`src/rtl/display_bcd_controller.sv`:
```
// display_bcd_controller
//   Sequential front end for the 4-digit seven-segment path. A value written by
//   the output instruction is range-checked. In-range values are converted to
//   four BCD digits by an iterative shift-add-3 (double-dabble) engine, one bit
//   per clock. All four digit codes are updated together when the conversion
//   completes, so the display never shows a partial result.
//
// Ports
//   clk       rising-edge system clock
//   rst       asynchronous, active-high reset
//   wr_en     one-cycle write strobe (ignored while busy)
//   wr_data   unsigned 32-bit value to display
//   blank     blank all digits (only while idle; wr_en wins)
//   busy      conversion in progress
//   done      one-cycle pulse when the digits update after a write
//   overflow  displayed digits represent an out-of-range value
//   dig0..3   digit codes, units..thousands (OVF_CODE = error, BLANK_CODE = blank)
module display_bcd_controller #(
  parameter int CONV_BITS  = 14,
  parameter int MAX_VALUE  = 9999,
  parameter int OVF_CODE   = 14,
  parameter int BLANK_CODE = 15
) (
  input  logic        clk,
  input  logic        rst,
  input  logic        wr_en,
  input  logic [31:0] wr_data,
  input  logic        blank,
  output logic        busy,
  output logic        done,
  output logic        overflow,
  output logic [3:0]  dig0,
  output logic [3:0]  dig1,
  output logic [3:0]  dig2,
  output logic [3:0]  dig3
);

  localparam int              CNT_W     = $clog2(CONV_BITS + 1);
  localparam logic [CNT_W-1:0] CNT_INIT = CNT_W'(CONV_BITS);
  localparam logic [CNT_W-1:0] CNT_ONE  = CNT_W'(1);
  localparam logic [31:0]     MAX_WORD  = 32'(MAX_VALUE);
  localparam logic [3:0]      OVF_DIG   = 4'(OVF_CODE);
  localparam logic [3:0]      BLANK_DIG = 4'(BLANK_CODE);

  typedef enum logic [1:0] {
    IDLE,
    CONVERT,
    LOAD
  } state_t;

  state_t               state, state_nx;
  logic [CONV_BITS-1:0] bin_q, bin_nx;
  logic [15:0]          bcd_q, bcd_nx, bcd_adj;
  logic [CNT_W-1:0]     cnt_q, cnt_nx;
  logic                 ovf_pend_q, ovf_pend_nx;
  logic                 busy_nx, done_nx, overflow_nx;
  logic [3:0]           dig0_nx, dig1_nx, dig2_nx, dig3_nx;

  // Add-3 correction: any BCD nibble >= 5 would become >= 10 after the shift,
  // so it is pre-biased to carry into the next nibble instead.
  always_comb begin
    bcd_adj = bcd_q;
    for (int unsigned i = 0; i < 4; i++) begin
      if (bcd_q[4*i +: 4] >= 4'd5) begin
        bcd_adj[4*i +: 4] = bcd_q[4*i +: 4] + 4'd3;
      end
    end
  end

  always_comb begin
    state_nx    = state;
    bin_nx      = bin_q;
    bcd_nx      = bcd_q;
    cnt_nx      = cnt_q;
    ovf_pend_nx = ovf_pend_q;
    busy_nx     = busy;
    done_nx     = 1'b0;
    overflow_nx = overflow;
    dig0_nx     = dig0;
    dig1_nx     = dig1;
    dig2_nx     = dig2;
    dig3_nx     = dig3;

    unique case (state)
      IDLE: begin
        if (wr_en) begin
          busy_nx = 1'b1;
          if (wr_data > MAX_WORD) begin
            // Out-of-range values skip conversion and go straight to LOAD.
            ovf_pend_nx = 1'b1;
            state_nx    = LOAD;
          end else begin
            ovf_pend_nx = 1'b0;
            bin_nx      = wr_data[CONV_BITS-1:0];
            bcd_nx      = '0;
            cnt_nx      = CNT_INIT;
            state_nx    = CONVERT;
          end
        end else if (blank) begin
          dig0_nx     = BLANK_DIG;
          dig1_nx     = BLANK_DIG;
          dig2_nx     = BLANK_DIG;
          dig3_nx     = BLANK_DIG;
          overflow_nx = 1'b0;
        end
      end

      CONVERT: begin
        bcd_nx = {bcd_adj[14:0], bin_q[CONV_BITS-1]};
        bin_nx = bin_q << 1;
        cnt_nx = cnt_q - CNT_ONE;
        if (cnt_q == CNT_ONE) begin
          state_nx = LOAD;
        end
      end

      LOAD: begin
        if (ovf_pend_q) begin
          dig0_nx     = OVF_DIG;
          dig1_nx     = OVF_DIG;
          dig2_nx     = OVF_DIG;
          dig3_nx     = OVF_DIG;
          overflow_nx = 1'b1;
        end else begin
          dig0_nx     = bcd_q[3:0];
          dig1_nx     = bcd_q[7:4];
          dig2_nx     = bcd_q[11:8];
          dig3_nx     = bcd_q[15:12];
          overflow_nx = 1'b0;
        end
        ovf_pend_nx = 1'b0;
        done_nx     = 1'b1;
        busy_nx     = 1'b0;
        state_nx    = IDLE;
      end

      default: begin
        state_nx = IDLE;
        busy_nx  = 1'b0;
      end
    endcase
  end

  always_ff @(posedge clk or posedge rst) begin
    if (rst) begin
      state      <= IDLE;
      bin_q      <= '0;
      bcd_q      <= '0;
      cnt_q      <= '0;
      ovf_pend_q <= 1'b0;
      busy       <= 1'b0;
      done       <= 1'b0;
      overflow   <= 1'b0;
      dig0       <= BLANK_DIG;
      dig1       <= BLANK_DIG;
      dig2       <= BLANK_DIG;
      dig3       <= BLANK_DIG;
    end else begin
      state      <= state_nx;
      bin_q      <= bin_nx;
      bcd_q      <= bcd_nx;
      cnt_q      <= cnt_nx;
      ovf_pend_q <= ovf_pend_nx;
      busy       <= busy_nx;
      done       <= done_nx;
      overflow   <= overflow_nx;
      dig0       <= dig0_nx;
      dig1       <= dig1_nx;
      dig2       <= dig2_nx;
      dig3       <= dig3_nx;
    end
  end

endmodule

```
`config.mk`:
```
export PLATFORM = sky130hd
export DESIGN_NAME = display_bcd_controller
export DESIGN_NICKNAME = d
export VERILOG_FILES = /design/src/rtl/display_bcd_controller.sv
export SDC_FILE = /design/constraint.sdc
export NUM_CORES = 1
export LEC_CHECK = 0
export CAP_MARGIN = 25
export CORE_MARGIN = 2
export CORE_UTILIZATION = 39
export CTS_BUF_LIST = sky130_fd_sc_hd__clkbuf_8
export DETAILED_ROUTE_END_ITERATION = 8
export PLACE_DENSITY = 0.62
export RECOVER_POWER = 100
export SYNTH_ARGS = -nofsm -noshare
export SYNTH_HDL_FRONTEND = slang
export SYNTH_SLANG_ARGS = --single-unit
```
`constraint.sdc`:
```
create_clock -name clk -period 2.2 [get_ports clk]
set_input_delay 0.55 -clock clk [delete_from_list [all_inputs] [get_ports clk]]
set_output_delay 0.55 -clock clk [all_outputs]
set_load 0.03 [all_outputs]
```
== Yosys cells after proc, flatten, opt, wreduce, memory -nomap -nowiden ==
Index checks and enable logic that the tools add are counted.
Operators by class
  add/sub/neg operators: 5
  order comparisons: 5
  equal/unequal tests: 8
  muxes and demuxes: 37
  bitwise gates (word level): 1
  reductions and logical operators: 8
Operators by type and width (number)
  two-way mux 4 bit: 11
  one-hot mux 4 bit (2 select lines): 5
  > comparator 32 x 14 -> 1 bit, second input constant: 1
  two-way mux 16 bit: 2
  one-hot mux 16 bit (2 select lines): 1
  two-way mux 14 bit: 2
  one-hot mux 14 bit (2 select lines): 1
  >= comparator 4 x 3 -> 1 bit, second input constant: 4
  adder 4 x 2 -> 4 bit, second input constant: 3
  inequality test 2 bit, second input constant: 5
  two-way mux 1 bit: 7
  two-way mux 2 bit: 3
  one-hot mux 1 bit (2 select lines): 3
  AND reduction 2 bit: 3
  AND reduction 3 bit: 2
  == test 4 x 1 -> 1 bit, second input constant: 1
  one-hot mux 2 bit (2 select lines): 1
  nonzero test 2 bit: 2
  subtractor 4 x 1 -> 4 bit, second input constant: 1
  adder 3 x 2 -> 3 bit, second input constant: 1
  two-way mux 3 bit: 1
  == test 2 x 1 -> 1 bit, second input constant: 1
  == test 2 bit, second input constant: 1
  zero test 2 bit: 1
  inverter 1 bit: 1
Word-level totals
  bits in registers: 56
  word-level logic and storage cells: 76

== Longest topological paths before layout ==
Gate-level depths: netlist of the first run.
  depth after elaboration: 4
  gate-level depth with buffers: 7

== Worst setup path after synthesis of the first run ==
OpenSTA, ideal clock, no wires.
  kind: input -> register
  from: in wr_data[24]
  to: reg cnt_q[0]
  setup time: 0.125 ns
  arrival: 1.877 ns
  data required time: 2.075 ns
  path slack: 0.199 ns
  cell stages on the path: 6
  buffers on the path: 1
  cells stage by stage: nor4_1 nand4_1 nor4_4 buf_6 nor2_1 mux2_2
Between the ends
  word-level cells in the longest chain between the ends: 3
Ends and longest elaborated chain
  start: declaration: RTL line 27  | input logic [31:0] wr_data,
  > comparator 32 x 14 -> 1 bit: RTL line 88  | if (wr_data > MAX_WORD) begin
  inequality test 2 bit (no line)
  AND reduction 3 bit (no line)
  end signal: assignment: RTL line 162  | cnt_q <= cnt_nx;
  end: declaration: RTL line 54  | logic [CNT_W-1:0] cnt_q, cnt_nx;
Every way passes these cells.
A chain may end at the register's enable or synchronous reset.

== Final worst setup path of the first run ==
  from: in wr_data[10]
  to: reg bin_q[11]
Between the ends
  word-level cells in the longest chain between the ends: 3
Ends and longest elaborated chain
  > comparator 32 x 14 -> 1 bit: RTL line 88
  inequality test 2 bit (no line)
  AND reduction 3 bit (no line)
  end signal: assignment: RTL line 160  | bin_q <= bin_nx;
  end: declaration: RTL line 52  | logic [CONV_BITS-1:0] bin_q, bin_nx;
Every way passes these cells.

==> results of run 1 <==
[flip-flops by register name (all words and copies together) (netlist names)]
name,count
ovf_pend_q,1
dig0,4
bin_q,14
dig1,4
overflow,1
cnt_q,4
bcd_q,16
state,2
busy,1
dig2,4
dig3,4
done,1
[power groups by stage]
stage                     Sequential (mW)  Clock, mW  Combinational [mW]
final                                1.09      0.615               0.280
after global routing                 1.09      0.666               0.306
after CTS                            1.09      0.624               0.290
after detailed placement             1.11          0               0.287
after global placement               1.11          0               0.286
after floorplan                      1.16          0              0.0753
[cell usage in the layout (no fill, tap or decap), types with 10 or more instances in the layout]
| master | synthesis | layout |
|---|---|---|
| a21oi_1 | 15 | 15 |
| dlymetal6s2s_1 | 0 | 10 |
| dfrtp_1 | 40 | 40 |
| clkdlybuf4s50_1 | 0 | 40 |
| nor2_1 | 23 | 23 |
| o22ai_1 | 18 | 18 |
| ha_1 | 10 | 10 |
| inv_1 | 13 | 12 |
| o21ai_0 | 18 | 17 |
| buf_4 | 0 | 26 |
| nand2_1 | 28 | 28 |
| dfstp_2 | 16 | 16 |
| o22a_1 | 12 | 12 |
[worst register-to-register path, cell delays in order (launching register included)]
cell	delay, ps
dfrtp_1	550
or3_1	660
o22a_1	290
[logic make-up (layout without fill, tap and decap cells)]
group / Yosys count / after routing
mux: 2 / 2
xor+xnor: 6 / 6
flops: 56 / 56
buf+inv: 27 / 106
compound gates: 89 / 89
fa+ha+maj: 10 / 10
simple gates: 90 / 90
[per-layer routing]
metal	vias up	share of wire [%]
met2	40	49
met4	0	0.62
met3	4	2.6
met1	1160	48
li1	1169	-
met5	-	0
[what timing repair did]
item | 4_1_cts | 5_1_grt
setup buffers | 0 | 6
endpoints found under the setup margin | 13 | 8
resized for setup | 4 | 19
cloned | 0 | 2
hold buffers | 0 | 0
pin swaps | 2 | 9
[final timing paths]
path,startpoint,endpoint,slack [ps],cells after the start
worst max register to register,state[0],dig1[3],640,2
worst max-delay path,wr_data[10],bin_q[11],7,8
worst min-delay path,bin_q[13],bcd_q[0],490,2
worst min register to register,bin_q[13],bcd_q[0],490,2
max in group asynchronous,rst,bcd_q[13],400,3
min in group asynchronous,rst,bin_q[10],1000,3
[area by class of cell]
| cell class | instances | area, sq um |
|---|---|---|
| clock buffers | 6 | 82.6 |
| clock inverters | 2 | 13.8 |
| fillers | 623 | 2990 |
| inverters | 13 | 48.8 |
| multi-input cells | 197 | 1320 |
| flip-flops and latches | 56 | 1420 |
| well taps | 96 | 120 |
| repair buffers | 85 | 841 |
==> flow_summary_export.csv, run 1 <==
group,metric,value,unit
logic_synthesis,synth_simple_gate_area_share,15.9,%
routing,viasPerCell,5.22,
placement,place_area,3570,sq um
timing,fin_hold_ws,486,ps
timing,tightest_slew,1360,ps
finish,drive_gt1_share,20.1,%
logic_synthesis,async_reset_ff_share,100,%
logic_synthesis,post-synth-top-count-cell,"dfrtp_1",
finish,instances_no_fill,455,
global_route,grt_max_degree,57,
global_route,grt_pass1_wl,10400,um
critical_path,crit_family,"simple AND/OR/NAND/NOR gates",
critical_path,cp_cell_sequence,"clkdlybuf4s50_1 > nand4_1 > nor4_4 > nor4_4 > buf_4 > clkbuf_16 > or3_1 > o221a_2",
pwr,power.density,516,nW/um^2
logic_synthesis,synth_top_cell_by_area,"dfrtp_1",
cts,htree_levels,2,
cts,clkTransAtPathRegs,100,ps
routing,ant_nets,0,
cts,clock-root-buffer,"clkbuf_8",
critical_path,critPathRequiredTime,2400,ps
pwr,p_switching,0.519,mW
routing,firstDrtPassIters,4,
die,io_pins,55,
logic_synthesis,yosysUniqueCellTypes,33,
logic_synthesis,synth_warnings,0,
finish,area_growth,38.3,%
routing,num_vias,2373,
global_route,grtUsageMet1,22.8,%
logic_synthesis,syn_avg_cell_area,9.93,sq um
critical_path,endpoint_kind,"flip-flop",
critical_path,crit_top_cell,"nor4_4",
critical_path,cp_slowest_cell,"clkdlybuf4s50_1",
placement,place_hpwl,4310,um
timing,fin_crit_sh,99.7,%
timing,fin_skew,3.98,ps
cts,cts_tree,"built",
hold_path,worstHoldPathType,"flip-flop to flip-flop",
pwr,p_leak,1.80,nW
die,start_util,40.7,%
critical_path,critPathArrivalTime,2400,ps
cts,clock_sinks,56,
global_route,overflow,0,
logic_synthesis,netlist_area,2780,sq um
pwr,power,1.98,mW
critical_path,critPathBufInv,3,
global_route,met3_usage,3.08,%
logic_synthesis,synth_edf_count,0,
logic_synthesis,synth_top_area_share,36.0,%
pwr,seq_power_share,54.9,%
logic_synthesis,synth-adder-area-share,4.50,%
timing,max_freq,456,MHz
critical_path,crit_fanout,12,
pwr,ir_drop,0.367,mV
global_route,grt_busiest_layer,"met2",
logic_synthesis,synth_fp_nets,326,
global_route,antenna_found_initial,0,
placement,place_ws,-461,ps
status,status,"finished clean",
run,maxCapViolations,0,
pwr,combPwrFrac,14.1,%
logic_synthesis,synth_xor_area_share,1.89,%
pwr,p_sw_share,26.1,%
logic_synthesis,synth_area_leaders,"dfrtp_1, dfstp_2, ha_1",
timing,slew_headroom,9.02,%
die,die_area,7820,sq um
critical_path,max_stage_delay,470,ps
cts,numCtsBuffers,5,
logic_synthesis,synthFlopType,"dfrtp_1",
global_route,grt.total_usage,16.9,%
routing,wirelength,6450,um
finish,final_area,3840,sq um
routing,wl_per_cell,14.2,um
finish,fin_nets,404,
critical_path,crit_type,"input pin to flip-flop",
logic_synthesis,synth_cells,280,
finish,antenna_cells,0,
die,rows,30,
global_route,grt_util_met2,28.7,%
timing,tns,0,ps
global_route,grt_pass1_vias,2262,
logic_synthesis,ys_ff_latch,56,
timing,setup_ws,6.95,ps
die,die_w,88.4,um
routing,drt_iter0_markers,97,
critical_path,startpoint_type,"input pin",
finish,utilization,56.3,%
pwr,power.internal,1.47,mW
cts,worst_skew_pair.late_latency,310,ps
timing,final_max_slew_viol_count,0,
placement,place.gp.congestion,0.738,
cts,clock_path_buffers,2,
die,core,6830,sq um
routing,drc,0,
placement,portBuffers,54,
logic_synthesis,seq_area_frac_synth,51.1,%
logic_synthesis,synth_commonest_cells,"dfrtp_1, nand2_1, nor2_1",
placement,placed_cells,439,
logic_synthesis,synthMuxAreaShare,0.765,%
logic_synthesis,synth_top_family_by_area,"compound AO/OA/AOI/OAI gates",
logic_synthesis,synth_compound_area_share,21.8,%
die,fp.dieH,88.4,um
pwr,pwr-share-clk,31.0,%
timing,finalHoldViolCount,0,
timing,finalSetupViolCount,0,
timing,finalCriticalPeriod,2190,ps
(Power assumes the default switching activity.)
==> inputs of run 2 (changes only) <==
MAX_ROUTING_LAYER = met4   (was default)
==> run 2 against run 1 <==
- clock power about the same
- cell count unchanged
- worst setup slack got worse by 5.8 ps
- combinational power about the same
- global-route usage up 0.51 points
- critical endpoint unchanged
- largest power group unchanged
- highest routed layer unchanged
==> flow_summary_export.csv, run 2 (synthesis results as in run 1) <==
group,metric,value,unit
timing,slew_headroom,8.43,%
cts,clock-root-buffer,"clkbuf_8",
die,core,6830,sq um
critical_path,crit_type,"input pin to flip-flop",
finish,seqCellArea,1420,sq um
timing,max_freq,455,MHz
critical_path,cp_cell_sequence,"clkdlybuf4s50_1 > nand4_1 > nor4_4 > nor4_4 > buf_4 > clkbuf_16 > or3_1 > o221a_2",
critical_path,startpoint_type,"input pin",
routing,drt_iter0_markers,103,
finish,utilization,56.3,%
timing,tightest_slew,1370,ps
cts,worst_skew_pair.late_latency,310,ps
die,io_pins,55,
finish,reg_top3,"bcd_q: 16 flops, bin_q: 14 flops",
cts,clock_path_buffers,2,
timing,finalCriticalPeriod,2200,ps
pwr,power.density,516,nW/um^2
routing,dr_wl_met3,183,um
finish,largest_reg_flops,16,
finish,drive_gt1_share,20.1,%
placement,portBuffers,54,
critical_path,endpoint_kind,"flip-flop",
routing,ant_nets,0,
cts,clkTransAtPathRegs,100,ps
placement,place.gp.congestion,0.747,
finish,fillers,623,
critical_path,max_stage_delay,470,ps
finish,regMostFlops,"bcd_q",
hold_path,worstHoldPathType,"flip-flop to flip-flop",
routing,wl_met1,3050,um
timing,final_max_slew_viol_count,0,
global_route,grt_pass1_wl,10400,um
finish,multiInputGateArea,1320,sq um
die,rows,30,
routing,top_layer,"met4",
run,maxCapViolations,0,
critical_path,critPathBufInv,3,
routing,met2_length,3170,um
global_route,grt_max_degree,57,
placement,place_ws,-461,ps
global_route,grt_pass1_vias,2265,
die,start_util,40.7,%
cts,cts_tree,"built",
routing,wl_per_cell,14.1,um
routing,firstDrtPassIters,4,
global_route,antenna_found_initial,0,
pwr,ir_drop,0.364,mV
critical_path,crit_top_cell,"nor4_4",
routing,drc,0,
timing,finalHoldViolCount,0,
global_route,overflow,0,
finish,final_cell_mix,"dfrtp_1, clkdlybuf4s50_1, nand2_1",
routing,viasPerCell,5.18,
timing,fin_hold_ws,486,ps
critical_path,crit_fanout,12,
placement,place_hpwl,4310,um
timing,fin_crit_sh,99.9,%
cts,cts.hold.buffers_added,0,
timing,finalSetupViolCount,0,
routing,num_vias,2355,
cts,numCtsBuffers,5,
timing,setup_ws,1.12,ps
finish,fin_nets,404,
cts,htree_levels,2,
global_route,grt.total_usage,17.4,%
finish,area_growth,38.3,%
critical_path,cp_slowest_cell,"clkdlybuf4s50_1",
routing,wirelength,6430,um
critical_path,critPathArrivalTime,2400,ps
finish,antenna_cells,0,
die,die_w,88.4,um
timing,tns,0,ps
die,fp.dieH,88.4,um
critical_path,critPathRequiredTime,2400,ps
pwr,p_leak,1.80,nW
placement,placed_cells,439,
cts,clock_sinks,56,
finish,instances_no_fill,455,
critical_path,crit_family,"simple AND/OR/NAND/NOR gates",
die,die_area,7820,sq um
timing,fin_skew,4.59,ps
status,status,"finished clean",
run 2: cell counts in the layout (fill, tap and decap cells not counted):
Identical to the previous run, type by type.
run 2: report_power, final:
part | switching [mW] | internal, mW | total [mW]
combinational | 0.146 | 0.135 | 0.280
sequential | 0.0171 | 1.07 | 1.09
clock | 0.354 | 0.259 | 0.613
run 2: metal layers:
| layer | vias up | global-route usage (%) |
|---|---|---|
| li1 | 1168 | - |
| met5 | - | - |
| met4 | 0 | 3.44 |
| met2 | 44 | 28.8 |
| met3 | 2 | 2.99 |
| met1 | 1141 | 22.7 |
run 2: final timing paths:
path	to	startpoint	slack (ps)	cells after the start
setup reg to reg	dig1[3]	state[0]	640	2
hold / removal	bcd_q[0]	bin_q[13]	490	2
max in group asynchronous	bcd_q[13]	rst	390	3
min in group asynchronous	bin_q[10]	rst	1000	3
setup / recovery	bin_q[11]	wr_data[10]	1	8
hold reg to reg	bcd_q[0]	bin_q[13]	490	2
run 2: repair_timing:
action / 4_1_cts / 5_1_grt
endpoints found under the setup margin: 13 / 8
pin swaps: 2 / 9
setup buffers: 0 / 6
resized for setup: 4 / 19
cloned: 0 / 2
run 2: area by class of cell:
type | instances | share of cell area (%)
repair buffers | 85 | 21.9
well taps | 96 | 3.12
flip-flops and latches | 56 | 37.0
clock buffers | 6 | 2.15
inverters | 13 | 1.27
multi-input cells | 197 | 34.3
clock inverters | 2 | 0.358
run 2: through the flow:
step           area, sq um  power (mW)
3_3_place_gp          3570        1.39
3_5_place_dp          3570        1.40
4_1_cts               3690        2.00
6_report              3840        1.98
2_1_floorplan         2780        1.23
5_1_grt               3840        2.07
run 2: worst reg2reg max path, cell delays in order, from the launching register on:
cell and delay (ps):
dfrtp_1 550, or3_1 660, o22a_1 290
==> inputs of run 3 (changes only) <==
CORE_MARGIN = 3   (was 2)
==> run 3 against run 2 <==
- via count down 0.42%
- non-clock buffer count down 6
- register-to-register slack worse by 360 ps
- worst setup slack better by 93 ps
- cell count down 1.3%
- combinational power about the same
- hold slack better by 17 ps
- critical endpoint unchanged
==> flow_summary_export.csv, run 3 (synthesis results as in run 1) <==
group,metric,value,unit
cts,cts_tree,"built",
timing,tightest_slew,1370,ps
global_route,antenna_found_initial,0,
cts,clock-root-buffer,"clkbuf_8",
critical_path,critPathArrivalTime,2310,ps
timing,fin_skew,9.46,ps
routing,drc,0,
cts,clock_sinks,56,
global_route,grt_pass1_vias,2335,
timing,finalCriticalPeriod,2110,ps
cts,clkTransAtPathRegs,90,ps
placement,portBuffers,54,
placement,placed_cells,440,
finish,drive_gt1_share,16.1,%
routing,drt_iter0_markers,104,
routing,viasPerCell,5.22,
routing,firstDrtPassIters,4,
global_route,grt.total_usage,16.6,%
finish,regMostFlops,"bcd_q",
timing,finalSetupViolCount,0,
critical_path,crit_top_cell,"nor4_4",
routing,ant_nets,0,
pwr,power,2.03,mW
cts,numCtsBuffers,5,
global_route,overflow,0,
timing,max_freq,475,MHz
run,maxCapViolations,0,
finish,instances_no_fill,449,
critical_path,endpoint,"bin_q[11]",
die,start_util,40.5,%
critical_path,cp_cell_sequence,"clkdlybuf4s50_1 > nand4_1 > nor4_4 > nor4_4 > buf_4 > or3_1 > o221a_2",
critical_path,endpoint_kind,"flip-flop",
critical_path,critPathRequiredTime,2400,ps
critical_path,critPathBufInv,2,
finish,fillers,631,
cts,clock_path_buffers,2,
critical_path,regToRegSetupSlack,280,ps
die,rows,30,
timing,rsz0062_at_grt,"true",
global_route,grt_pass1_wl,10900,um
cts,worst_skew_pair.late_latency,310,ps
timing,setup_ws,94.5,ps
die,fp.dieH,90.4,um
timing,fin_hold_ws,502,ps
critical_path,crit_family,"simple AND/OR/NAND/NOR gates",
routing,num_vias,2345,
status,status,"finished clean",
critical_path,crit_fanout,14,
finish,fin_nets,398,
critical_path,cp.depth,7,
pwr,p_leak,1.66,nW
finish,reg_top3,"bcd_q: 16 flops, bin_q: 14 flops",
pwr,ir_drop,0.258,mV
die,core,6870,sq um
critical_path,crit_type,"input pin to flip-flop",
die,die_area,8180,sq um
finish,final_common_cell,"clkdlybuf4s50_1",
cts,cts.hold.buffers_added,0,
global_route,grt_max_degree,57,
finish,largest_reg_flops,16,
routing,wl_per_cell,13.8,um
timing,fin_crit_sh,95.7,%
critical_path,startpoint_type,"input pin",
placement,place_ws,-577,ps
finish,antenna_cells,0,
placement,place.gp.congestion,0.738,
finish,area_growth,33.6,%
timing,final_max_slew_viol_count,0,
timing,tns,0,ps
critical_path,cp_slowest_cell,"clkdlybuf4s50_1",
critical_path,max_stage_delay,470,ps
finish,final_cell_mix,"clkdlybuf4s50_1, dfrtp_1, nand2_1",
hold_path,worstHoldPathType,"flip-flop to flip-flop",
hold_path,hold_depth,2,
timing,finalHoldViolCount,0,
routing,wirelength,6220,um
placement,place_hpwl,4560,um
timing,slew_headroom,8.57,%
critical_path,reg2reg_depth,5,
critical_path,crit_start,"wr_data[9]",
die,die_w,90.4,um
cts,htree_levels,2,
critical_path,reg2reg_to,"dig1[2]",
pwr,power.density,547,nW/um^2
die,io_pins,55,
critical_path,rr_startpoint,"state[1]",
[run 3: worst min path at each step]
stage	startpoint	end	slack (ps)
global route	dig3[2]	dig3[2]	530
CTS	bin_q[13]	bcd_q[0]	500
floorplan	bin_q[13]	bcd_q[0]	440
finish	bin_q[13]	bcd_q[0]	500
detailed placement	bin_q[13]	bcd_q[0]	470
global placement	bin_q[13]	bcd_q[0]	470
[run 3: cell type report]
cell class | count | area (sq um) | area share, %
timing repair buffer | 79 | 724 | 19.5
multi-input combinational | 197 | 1290 | 34.8
sequential | 56 | 1420 | 38.3
clock buffer | 5 | 68.8 | 1.85
clock inverter | 3 | 38.8 | 1.04
tap | 96 | 120 | 3.23
inverter | 13 | 48.8 | 1.31
[run 3: metal layers]
layer / GRT usage, % / vias up / share of wire [%]
met2: 27.1 / 48 / 47
met5: - / - / 0
li1: - / 1156 / -
met1: 21.8 / 1133 / 48
met3: 2.58 / 8 / 3.5
met4: 3.83 / 0 / 1.0
[run 3: where the power goes]
part | leakage (nW) | switching (mW) | internal [mW] | total, mW
registers | 0.646 | 0.0199 | 1.07 | 1.09
logic | 0.957 | 0.142 | 0.137 | 0.278
clock network | 0.0593 | 0.330 | 0.334 | 0.664
total | 1.66 | 0.491 | 1.54 | 2.03
[run 3: repair_timing]
item                       4_1_cts  5_1_grt
pin swaps                        3        1
buffers inserted                 0        1
setup endpoints to repair       11       10
gates resized for setup          6        1
cloned                           0        0
[run 3: stage by stage]
| step | utilization (%) | instance area, sq um |
|---|---|---|
| 6_report | 54.1 | 3710 |
| 3_3_place_gp | 52.1 | 3580 |
| 4_1_cts | 54.3 | 3730 |
| 3_5_place_dp | 52.1 | 3580 |
| 2_1_floorplan | - | 2780 |
| 5_1_grt | 54.1 | 3710 |
[run 3: worst register-to-register path: stages (launching register included)]
cell,delay (ps)
dfrtp_1,530
inv_1,180
buf_4,210
a21oi_1,180
clkbuf_1,510
o22a_1,250
